File: src/rtl/btb_pkg.sv
// Shared types and constants for the 2-way branch target buffer.
package btb_pkg;

   typedef enum logic {
      ST_IDLE  = 1'b0,
      ST_FLUSH = 1'b1
   } state_t;

   localparam logic [1:0] CTR_MIN        = 2'b00;
   localparam logic [1:0] CTR_WEAK_TAKEN = 2'b10;
   localparam logic [1:0] CTR_MAX        = 2'b11;

endpackage

File: src/rtl/sat_ctr2.sv
// 2-bit saturating direction counter: next value from current value and outcome.
module sat_ctr2
   import btb_pkg::*;
(
   input  logic [1:0] i_ctr,
   input  logic       i_taken,
   output logic [1:0] o_ctr
);

   // Step toward the outcome, holding at either end of the range.
   always_comb begin
      o_ctr = i_ctr;
      if (i_taken) begin
         if (i_ctr != CTR_MAX) o_ctr = i_ctr + 2'd1;
      end else begin
         if (i_ctr != CTR_MIN) o_ctr = i_ctr - 2'd1;
      end
   end

endmodule

File: src/rtl/btb_assoc.sv
// 2-way set-associative BTB with two combinational lookup slots, one update
// port and a one-set-per-cycle flush sweep.
//
// state | meaning
// IDLE  | normal operation, lookups and updates allowed
// FLUSH | sweeping sets 0..SETS-1, hits forced low, updates dropped
module btb_assoc
   import btb_pkg::*;
#(
   parameter int PC_W  = 15,
   parameter int IDX_W = 4,
   parameter int TAG_W = PC_W - IDX_W - 2
) (
   input  logic            clk,
   input  logic            rst,
   input  logic [PC_W-1:0] pc1,
   input  logic [PC_W-1:0] pc2,
   output logic            btb_hit1,
   output logic            btb_hit2,
   output logic            pred_taken1,
   output logic            pred_taken2,
   output logic [PC_W-1:0] pred_pc1,
   output logic [PC_W-1:0] pred_pc2,
   input  logic            upd_valid,
   input  logic [PC_W-1:0] upd_pc,
   input  logic [PC_W-1:0] upd_target,
   input  logic            upd_taken,
   input  logic            flush,
   output logic            busy
);

   localparam int SETS = 2**IDX_W;

   // Per-way storage, indexed [way][set].
   logic             r_valid [2][SETS];
   logic [TAG_W-1:0] r_tag   [2][SETS];
   logic [PC_W-1:0]  r_tgt   [2][SETS];
   logic [1:0]       r_ctr   [2][SETS];
   logic             r_lru   [SETS];

   state_t           r_state;
   logic [IDX_W-1:0] r_sweep;

   logic [PC_W-1:0]  w_lk_pc  [2];
   logic             w_lk_hit [2];
   logic             w_lk_tk  [2];
   logic [PC_W-1:0]  w_lk_tgt [2];

   logic [IDX_W-1:0] w_uidx;
   logic [TAG_W-1:0] w_utag;
   logic             w_um0;
   logic             w_um1;
   logic             w_uhit;
   logic             w_uway;
   logic             w_alloc_way;
   logic             w_upd_ok;
   logic [1:0]       w_uctr_new;
   logic             w_unused_lsbs;

   assign busy = (r_state == ST_FLUSH);

   // Byte offset bits never take part in index or tag.
   assign w_unused_lsbs = ^{pc1[1:0], pc2[1:0], upd_pc[1:0]};

   assign w_lk_pc[0] = pc1;
   assign w_lk_pc[1] = pc2;

   // Read-only lookup for both slots; way0 wins if both ways match.
   always_comb begin
      for (int s = 0; s < 2; s++) begin
         logic [IDX_W-1:0] v_idx;
         logic [TAG_W-1:0] v_tag;
         logic             v_m0;
         logic             v_m1;
         v_idx = w_lk_pc[s][IDX_W+1:2];
         v_tag = w_lk_pc[s][PC_W-1:IDX_W+2];
         v_m0  = r_valid[0][v_idx] && (r_tag[0][v_idx] == v_tag);
         v_m1  = r_valid[1][v_idx] && (r_tag[1][v_idx] == v_tag);
         w_lk_hit[s] = (v_m0 || v_m1) && !busy;
         w_lk_tk[s]  = w_lk_hit[s] && (v_m0 ? r_ctr[0][v_idx][1] : r_ctr[1][v_idx][1]);
         w_lk_tgt[s] = '0;
         if (w_lk_hit[s]) w_lk_tgt[s] = v_m0 ? r_tgt[0][v_idx] : r_tgt[1][v_idx];
      end
   end

   assign btb_hit1    = w_lk_hit[0];
   assign btb_hit2    = w_lk_hit[1];
   assign pred_taken1 = w_lk_tk[0];
   assign pred_taken2 = w_lk_tk[1];
   assign pred_pc1    = w_lk_tgt[0];
   assign pred_pc2    = w_lk_tgt[1];

   assign w_uidx      = upd_pc[IDX_W+1:2];
   assign w_utag      = upd_pc[PC_W-1:IDX_W+2];
   assign w_um0       = r_valid[0][w_uidx] && (r_tag[0][w_uidx] == w_utag);
   assign w_um1       = r_valid[1][w_uidx] && (r_tag[1][w_uidx] == w_utag);
   assign w_uhit      = w_um0 || w_um1;
   assign w_uway      = w_um0 ? 1'b0 : 1'b1;
   assign w_alloc_way = !r_valid[0][w_uidx] ? 1'b0 :
                        !r_valid[1][w_uidx] ? 1'b1 : r_lru[w_uidx];
   assign w_upd_ok    = upd_valid && !flush && (r_state == ST_IDLE);

   sat_ctr2 u_sat_ctr2 (
      .i_ctr   (r_ctr[w_uway][w_uidx]),
      .i_taken (upd_taken),
      .o_ctr   (w_uctr_new)
   );

   // Flush FSM, sweep clearing and resolved-branch updates.
   always_ff @(posedge clk) begin
      if (rst) begin
         r_state <= ST_IDLE;
         r_sweep <= '0;
         for (int s = 0; s < SETS; s++) begin
            r_lru[s] <= 1'b0;
            for (int w = 0; w < 2; w++) begin
               r_valid[w][s] <= 1'b0;
               r_ctr[w][s]   <= CTR_MIN;
            end
         end
      end else begin
         if (r_state == ST_FLUSH) begin
            r_lru[r_sweep] <= 1'b0;
            for (int w = 0; w < 2; w++) begin
               r_valid[w][r_sweep] <= 1'b0;
               r_ctr[w][r_sweep]   <= CTR_MIN;
            end
         end

         if (flush) begin
            r_state <= ST_FLUSH;
            r_sweep <= '0;
         end else if (r_state == ST_FLUSH) begin
            if (r_sweep == '1) r_state <= ST_IDLE;
            r_sweep <= r_sweep + 1'b1;
         end

         if (w_upd_ok) begin
            if (w_uhit) begin
               r_ctr[w_uway][w_uidx] <= w_uctr_new;
               if (upd_taken) r_tgt[w_uway][w_uidx] <= upd_target;
               r_lru[w_uidx] <= ~w_uway;
            end else if (upd_taken) begin
               r_valid[w_alloc_way][w_uidx] <= 1'b1;
               r_tag[w_alloc_way][w_uidx]   <= w_utag;
               r_tgt[w_alloc_way][w_uidx]   <= upd_target;
               r_ctr[w_alloc_way][w_uidx]   <= CTR_WEAK_TAKEN;
               r_lru[w_uidx]                <= ~w_alloc_way;
            end
         end
      end
   end

endmodule

File: config.mk
export PLATFORM = sky130hd
export DESIGN_NAME = btb_assoc
export DESIGN_NICKNAME = d
export VERILOG_FILES = /design/src/rtl/btb_pkg.sv /design/src/rtl/sat_ctr2.sv /design/src/rtl/btb_assoc.sv
export SDC_FILE = /design/constraint.sdc
export NUM_CORES = 1
export LEC_CHECK = 0
export BUFFER_PORTS_ARGS = -buffer_cell sky130_fd_sc_hd__buf_4
export CELL_PAD_IN_SITES_DETAIL_PLACEMENT = 1
export CELL_PAD_IN_SITES_GLOBAL_PLACEMENT = 1
export CORE_ASPECT_RATIO = 0.8
export CORE_MARGIN = 4
export CORE_UTILIZATION = 35
export CTS_BUF_LIST = sky130_fd_sc_hd__clkbuf_4
export DETAILED_ROUTE_END_ITERATION = 8
export GPL_TIMING_DRIVEN = 0
export PLACE_DENSITY_LB_ADDON = 0.1
export REMOVE_ABC_BUFFERS = 1
export SLEW_MARGIN = 20
export SYNTH_ARGS = -nofsm -noshare
export SYNTH_HDL_FRONTEND = slang
export SYNTH_SLANG_ARGS = --single-unit
File: constraint.sdc
create_clock -name clk -period 8.8 [get_ports clk]
set_input_delay 1.76 -clock clk [delete_from_list [all_inputs] [get_ports clk]]
set_output_delay 1.76 -clock clk [all_outputs]
set_load 0.02 [all_outputs]
### After elaboration in Yosys (flattened, before gate mapping)

Memories as Yosys holds them, arrays and structs flattened.
Cells that the tools add are included.

* bits in registers: 5
* memory bits (writable): 880
* bits of input ports: 65
* word-level logic and storage cells: 384
* memories kept: 5

Memories
* r_tgt: depth 2, width 240, rd ports 2, clocked after memory_dff 0, wr ports 1, line btb_assoc.sv:37 `logic [PC_W-1:0] r_tgt [2][SETS];`
* r_tag: depth 2, width 144, rd ports 2, clocked after memory_dff 0, wr ports 1, line btb_assoc.sv:36 `logic [TAG_W-1:0] r_tag [2][SETS];`
* r_ctr: depth 2, width 32, rd ports 3, clocked after memory_dff 0, wr ports 2, line btb_assoc.sv:38 `logic [1:0] r_ctr [2][SETS];`
* r_valid: depth 2, width 16, rd ports 2, clocked after memory_dff 0, wr ports 2, line btb_assoc.sv:35 `logic r_valid [2][SETS];`
* r_lru: depth 16, width 1, rd ports 1, clocked after memory_dff 0, wr ports 16, line btb_assoc.sv:39 `logic r_lru [SETS];`

* add/sub/neg operators: 3
* order comparisons: 6
* equal/unequal tests: 8
* multiplexer cells: 230
* bitwise operators: 103
* reductions and logical operators: 27

Operator list (count)
* $mux 240: 4
* $bmux 15 s4: 4
* $reduce_or 240->1: 1
* $mux 32: 7
* $bmux 9 s4: 6
* $mux 15: 13
* $mux 1: 144
* $mux 144: 1
* $mux 9: 13
* $or 1x1->1: 97
* $mux 16: 4
* $reduce_or 32->1: 2
* $demux 15 s4: 1
* $eq 9x9->1: 6
* $bmux 2 s4: 5
* $demux 9 s4: 1
* $mux 2: 15
* $bmux 1 s4: 6
* $ge 5x5->1 const B: 4
* $not 4->5: 4
* $demux 2 s4: 2
* $reduce_or 16->1: 1
* $logic_and 1x1->1: 14
* $lt 5x1->1 const B: 2
* other kinds (13): 20

### Logic depth before layout (Yosys ltp)

Gate-level depths: netlist (run 1).
An unclocked memory read counts as a cell.

* word-level depth: 16
* depth in mapped cells: 16
* gate-level depth less buffers: 10

### By module

Synthesis (run 1) repeated with hierarchy kept, for this count alone.

* cell total of the unflattened synthesis: 2464
* area total of the unflattened synthesis: 45459.8 µm²

Modules (own cells, without submodules)
* btb_assoc: times used 1, cells each 2461, area each 45433.6 µm², sequential area each 26205.1 µm²
* sat_ctr2: times used 1, cells each 3, area each 26.3 µm², sequential area each 0.0 µm²

### Least setup slack after synthesis (run 1)

Ideal clock, no wire load.

* path kind: input to output
* start point: input pc2[2]
* end point: output pred_pc2[10]
* arrival: 4.758 ns
* path slack: 2.282 ns
* cell stages on the path: 10
* path buffers: 3
* path through: buf_2 buf_1 mux4_2 mux4_2 xnor2_1 nand4_1 nor4_1 o21bai_1 clkbuf_1 nor2_1

* longest elaborated chain between the ends: 9
* elaborated cells between the ends (all ways): 27

RTL lines
* from (decl): line btb_assoc.sv:17 `input logic [PC_W-1:0] pc2,`
* $not 4->5 (implied by the code) *: line btb_assoc.sv:77, btb_assoc.sv:78, btb_assoc.sv:82
* $bmux 9 s4 (on tied branches): line btb_assoc.sv:77, btb_assoc.sv:78
* $mux 9 (on tied branches) (2 in a row): line btb_assoc.sv:77, btb_assoc.sv:78
* $eq 9x9->1 (on tied branches): line btb_assoc.sv:77, btb_assoc.sv:78
* $logic_and 1x1->1 (on tied branches): line btb_assoc.sv:77, btb_assoc.sv:78
* $logic_or 1x1->1: line btb_assoc.sv:79 `w_lk_hit[s] = (v_m0 || v_m1) && !busy;`
* $logic_and 1x1->1: line btb_assoc.sv:79
* $mux 15 *: line btb_assoc.sv:82 `if (w_lk_hit[s]) w_lk_tgt[s] = v_m0 ? r_tgt[0][v_idx] : r_tgt[1][v_idx];`
* to (decl): line btb_assoc.sv:23 `output logic [PC_W-1:0] pred_pc2,`

Every way passes the cells marked *; elsewhere a longest branch is shown, timed or not. The select of a mux whose other input is x is not followed.

### Final worst setup path (run 1)

* start point: input pc2[2]
* end point: output pred_pc2[5]

The elaborated chain is that of the path after synthesis.

==> reports/summary.txt, run 1 <==
status: completed
maximum vdd ir drop: 0.09243 mV
r2r worst-path depth: 11
Post-DP HPWL: 103300 um
routed wire length: 156700 um
htree depth: 4
synthesis-stage register bit count: 885
DRC: 0
Clock Skew: 111.9 ps
Tcrit/Tclk final: 90.40%
Area after DPL: 0.04943 sq mm
PwrDens: 176.5 mW/mm^2
Mapped Cells: 2353
Async SR Flop Fraction: 0%
Max Freq: 125.7 MHz
worst r2r src: r_tag[0][6]
Mapped Area: 0.04529 sq mm
CTS Root Cell: clkbuf_4
worst hold path type: reg2reg
vias in the first global route: 28770
Initial Util: 35.40%
Tot Pwr: 9.275 mW
count of flip-flops with a built-in enable after synthesis: 848
Pins Over Slew Limit: 0
sequential share of the synthesized area: 57.86%
drt pass-1 iters: 5
antenna violations before repair: 8
RSZ-0062 raised after global routing: no
row count: 117
Slew Limit Headroom: 17.43%
largest net degree at the start of global routing: 70
routed via count: 26910
TritonCTS clock tree: yes
Hold-fix buffers, CTS: 0
main area contributors after synthesis: edfxtp_1 56%, mux4_2 31%, dfxtp_1 1.6%
GR Overflow Total: 0
setup TNS: 0 ps
Num CTS Buffers: 239
Worst setup SP type: input pin
reg2reg setup slack: 2520 ps
Die Area: 0.1353 sq mm
Mapped Avg Cell Area: 19.25 sq um
max cap viols: 0
layout cells sized above 1: 47.64%
cells resized by post-CTS repair: 0
Clock Sinks: 885
All-Layer GR Usage: 23.20%
DRT antenna net count: 0
PortBufs: 93
Cell variety after synth: 71
initial DRC count: 2909
WS Path Type: in2out
Lkg Pwr: 16.72 nW
Hold Path End: r_valid[1][11]
Core Area: 0.1279 sq mm
nets: 2658
vias per cell: 5.932
Worst-Margin Slew: 1221 ps
num ports: 100
top-area cell type share of the netlist area: 56.22%
largest fanout on the critical path: 50
worst hold path depth: 1
synth warn: 0
drt wl/cell: 34.54 um
Fill cells: 12360
min Tclk post-route: 7955 ps
die width: 410.2 um
Longest Clk Path Bufs: 3
endpoint class of the critical path: output port
Synth Flop Type: edfxtp_1
most frequent cell after synthesis: edfxtp_1
reg2reg end: r_tgt[1][1]
setup bufs post-CTS: 0
Post-synth top cells: 848 x edfxtp_1, 616 x mux4_2, 133 x nor2_1
global-route wire length before repair: 220500 um
Die Height: 329.8 um
Routability Congestion: 0.8084
P&R area growth vs syn: 16.00%
final setup vio count: 0
Fin. Hold Viols: 0
cell taking the most area after synthesis: edfxtp_1
Crit path arrival time: 6200 ps
Clock Latency Late Sink: 1260 ps
Req. time, crit path: 7040 ps
min-delay src: r_valid[1][11]
Reg clk slew, reported paths: 70 ps
fin area: 0.05254 sq mm
how the worst max path moves through the flow:
stage,from,endpoint,slack [ps],cells past startpoint
after floorplan,pc2[2],pred_pc2[0],410,7
after detailed placement,upd_pc[4],r_tgt[1][12],440,12
final,pc2[2],pred_pc2[5],840,15
after global placement,pc2[2],pred_pc2[8],-11760,9
after CTS,pc2[2],pred_pc2[10],720,15
after global routing,pc2[2],pred_taken2,470,12
where the power goes:
group	switching, mW	internal [mW]
registers	0.0127	4.62
logic	0.531	0.393
clock network	1.88	1.83
through the flow:
step / hold WS [ps] / utilization (%) / cells / worst slack [ps]
floorplan: 455.2 / - / 2168 / 413.1
global placement: 473.0 / 36.91 / 3986 / -11760
detailed placement: 494.5 / 38.64 / 4073 / 437.7
CTS: 509.0 / 41.03 / 4521 / 716.7
global route: 532.7 / 41.06 / 4534 / 471.3
finish: 511.8 / 41.06 / 4536 / 844.7
worst max-delay path, cell delays in order:
cell and delay [ps]:
buf_8 250, buf_16 320, buf_16 350, mux4_2 570, mux4_2 510, xnor2_1 150
nand4_1 100, nor4_2 600, buf_4 310, buf_4 170, buf_2 200, buf_2 220
mux2i_1 250, nor2_1 70, buf_4 160
cells in the final DEF (no fill, tap or decap), drive strengths merged, types with 3 or more instances in the layout:
cell type and instances:
mux2 14, o211ai 5, o22ai 6, and3 3, inv 27, ha 4
diode 15, nand3 15, nand2b 12, mux2i 60, nand2 100, clkbuf 342
and2 5, a21o 36, xor2 7, a21oi 55, dfxtp 37, mux4 616
nand4 15, edfxtp 848, buf 180, o21ai 24, nor4 8, clkinv 97
xnor2 51, o31ai 5, a22o 6, nor2 163, nor3 15, nor2b 8
registers in the layout (all words and copies together), names as in the netlist:
signal and count:
r_tgt 480, r_tag 288, r_ctr 64, r_valid 32, r_lru 16, r_sweep 4, busy 1
cell type report:
cell class                      count  area [sq um]  share of cell area (%)
Clock buffer                      342          2567                   4.887
Antenna cell                       15         37.54                 0.07145
Sequential cell                   885         26210                   49.88
Timing Repair Buffer              180          2499                   4.756
Clock inverter                    106         491.7                  0.9359
Multi-Input combinational cell   1263         18500                   35.22
Tap cell                         1725          2158                   4.108
Inverter                           20         75.07                  0.1429
per-layer routing:
metal  global-route usage [%]  wire (um)
met5                        0         13
met3                    7.220      14220
met4                    7.177       3892
met2                    34.94      71370
met1                    32.38      67190
kinds of logic after synthesis:
kind of cell               count (synthesis)  synth area share [%]
AOI/OAI and AO/OA                        160                 2.743
adders and majority gates                  4                0.1105
and+or+nand+nor                          351                 3.611
DFF                                      885                 57.86
muxes                                    690                 32.30
buffers and inverters                    205                 2.218
xor gates and xnor gates                  58                 1.155
Note: power is estimated with default switching activity, not from simulation.
==> run 2, diff against run 1 <==
- RECOVER_POWER: not set -> 50
- SKIP_LAST_GASP: not set -> 1
==> run 2 against run 1 <==
  * The flow now finishes with violations (max-capacitance violations, max-slew violations)
  * First-iteration DRC count rose by 1.1%
  * Combinational power decreased by 0.9%
  * Total power barely moved
  * Utilization is 0.23 points lower
  * Flip-flop and latch count unchanged
  * Via count grew 0.24%
  * Register-to-register slack got worse by 50 ps
  * Die area stayed put
==> reports/summary.txt, run 2 (synthesis gave the netlist of run 1 again) <==
initial DRC count: 2940 (+1.1%)
Tcrit/Tclk final: 94.14% (+3.7 points)
Die Area: 0.1353 sq mm (unchanged)
r2r worst-path depth: 11 (unchanged)
min Tclk post-route: 8284 ps (+329.0 ps)
Longest Clk Path Bufs: 3 (unchanged)
drt pass-1 iters: 5 (unchanged)
vias per cell: 5.946 (+0.24%)
PortBufs: 93 (unchanged)
largest net degree at the start of global routing: 70 (unchanged)
Post-DP HPWL: 103300 um (unchanged)
RSZ-0062 raised after global routing: no
Num CTS Buffers: 239 (unchanged)
reg2reg setup slack: 2470 ps (-50 ps)
Req. time, crit path: 9620 ps (+2580 ps)
status: finished with violations
largest registers: r_tgt x480, r_tag x288, r_ctr x64
CTS Root Cell: clkbuf_4
Lkg Pwr: 16.57 nW (-0.88%)
Tot Pwr: 9.269 mW (about the same)
num ports: 100 (unchanged)
Initial Util: 35.40% (unchanged)
vias in the first global route: 28770 (unchanged)
worst hold path depth: 1 (unchanged)
Worst setup SP type: input pin
cells resized by post-CTS repair: 0 (unchanged)
Die Height: 329.8 um (unchanged)
Pins Over Slew Limit: 375 (+375)
largest fanout on the critical path: 44 (-12%)
Top reg by flops: r_tgt
routed wire length: 156700 um (about the same)
max cap viols: 11 (+11)
DRT antenna net count: 0 (unchanged)
WS Path Type: in2reg
Slew Limit Headroom: -34.86% (-52 points)
nets: 2658 (unchanged)
TritonCTS clock tree: yes
Hold Path End: r_valid[1][13]
PwrDens: 177.4 mW/mm^2 (+0.49%)
layout cells sized above 1: 45.60% (-2.0 points)
row count: 117 (unchanged)
most common cell after layout, fill and taps aside: edfxtp_1
max FFs per register: 480 (unchanged)
GR Overflow Total: 0 (unchanged)
P&R area growth vs syn: 15.36%
antenna violations before repair: 9 (+1)
Hold-fix buffers, CTS: 0 (unchanged)
final setup vio count: 0 (unchanged)
failing checks: max-capacitance violations, max-slew violations
Clock Skew: 105.5 ps (-6.368 ps)
htree depth: 4 (unchanged)
Crit path arrival time: 9100 ps (+2900 ps)
reg2reg end: r_tgt[1][1]
setup bufs post-CTS: 0 (unchanged)
Fin. Hold Viols: 0 (unchanged)
Fill cells: 12400 (+0.28%)
leading cell types in the layout, fill and taps excluded: 848 x edfxtp_1, 616 x mux4_2, 342 x clkbuf_4
min-delay src: r_valid[1][13]
Max Freq: 120.7 MHz (-4.0%)
Clock Sinks: 885 (unchanged)
setup TNS: 0 ps (unchanged)
endpoint class of the critical path: flip-flop
Reg clk slew, reported paths: 70 ps (about the same)
worst r2r src: r_tag[0][6]
global-route wire length before repair: 220500 um (unchanged)
Core Area: 0.1279 sq mm (unchanged)
maximum vdd ir drop: 0.09339 mV (+1.0%)
drt wl/cell: 34.54 um (about the same)
final hold slack: 513.5 ps (+1.765 ps)
Routability Congestion: 0.8084 (unchanged)
worst hold path type: reg2reg
die width: 410.2 um (unchanged)
All-Layer GR Usage: 23.20% (unchanged)
routed via count: 26970 (+0.24%)
Worst-Margin Slew: 2023 ps (+801.5 ps)
DRC: 0 (unchanged)
Clock Latency Late Sink: 1260 ps (about the same)
## run 2: cell count changes in the layout (fill, tap and decap cells not counted), moves of 5 or more
cell	delta
nor2_4	-6
nor2_1	+22
buf_8	-5
nor2_2	-16
buf_4	-25
clkbuf_1	+30
## run 2: metal layers
layer / routed length, um / global-route usage, % / vias up
li1: - / - / 10790
met4: 3978 / 7.177 / 2
met5: 13 / 0 / -
met3: 14200 / 7.220 / 251
met2: 71320 / 34.94 / 1237
met1: 67160 / 32.38 / 14690
## run 2: report_power, final
group          total [mW]  internal (mW)  leakage, nW  switching (mW)
registers            4.64           4.63         8.03          0.0127
logic               0.916          0.387         6.73           0.529
clock network        3.71           1.83         1.81            1.88
total                9.27           6.85         16.6            2.42
## run 2: worst max path at each step
stage	from	end	slack [ps]	depth (start not counted)
after floorplan	pc2[2]	pred_pc2[0]	410	7
after global routing	upd_pc[2]	r_tag[1][76]	370	12
after CTS	pc2[2]	pred_pc2[10]	720	15
final	upd_pc[2]	r_tag[1][75]	520	12
after detailed placement	upd_pc[4]	r_tgt[1][12]	440	12
after global placement	pc2[2]	pred_pc2[8]	-11760	9
## run 2: layout make-up
cell class	instances	area [sq um]	share of cell area, %
clock buffers	342	2567	4.914
flip-flops and latches	885	26210	50.15
multi-input cells	1263	18390	35.19
inverters	20	75.07	0.1437
diodes	15	37.54	0.07184
well taps	1725	2158	4.131
repair buffers	180	2326	4.452
clock inverters	106	491.7	0.9411
## run 2: metrics by stage
stage | setup WS (ps) | cell area, sq um | util, % | cells
global placement | -11760 | 47220 | 36.91 | 3986
finish | 515.7 | 52250 | 40.84 | 4536
global route | 374.5 | 52240 | 40.83 | 4534
floorplan | 413.1 | 44360 | - | 2168
CTS | 716.7 | 52490 | 41.03 | 4521
detailed placement | 437.7 | 49430 | 38.64 | 4073
## run 2: critical path, cell delays in order
cell and delay (ps):
buf_8 400, clkbuf_2 1380, mux4_2 670, a22o_1 230
a221oi_1 740, nor3_1 200, o211ai_1 530, nor3_1 300
nor3_1 530, nand3_1 670, nor2_1 850, clkbuf_1 680
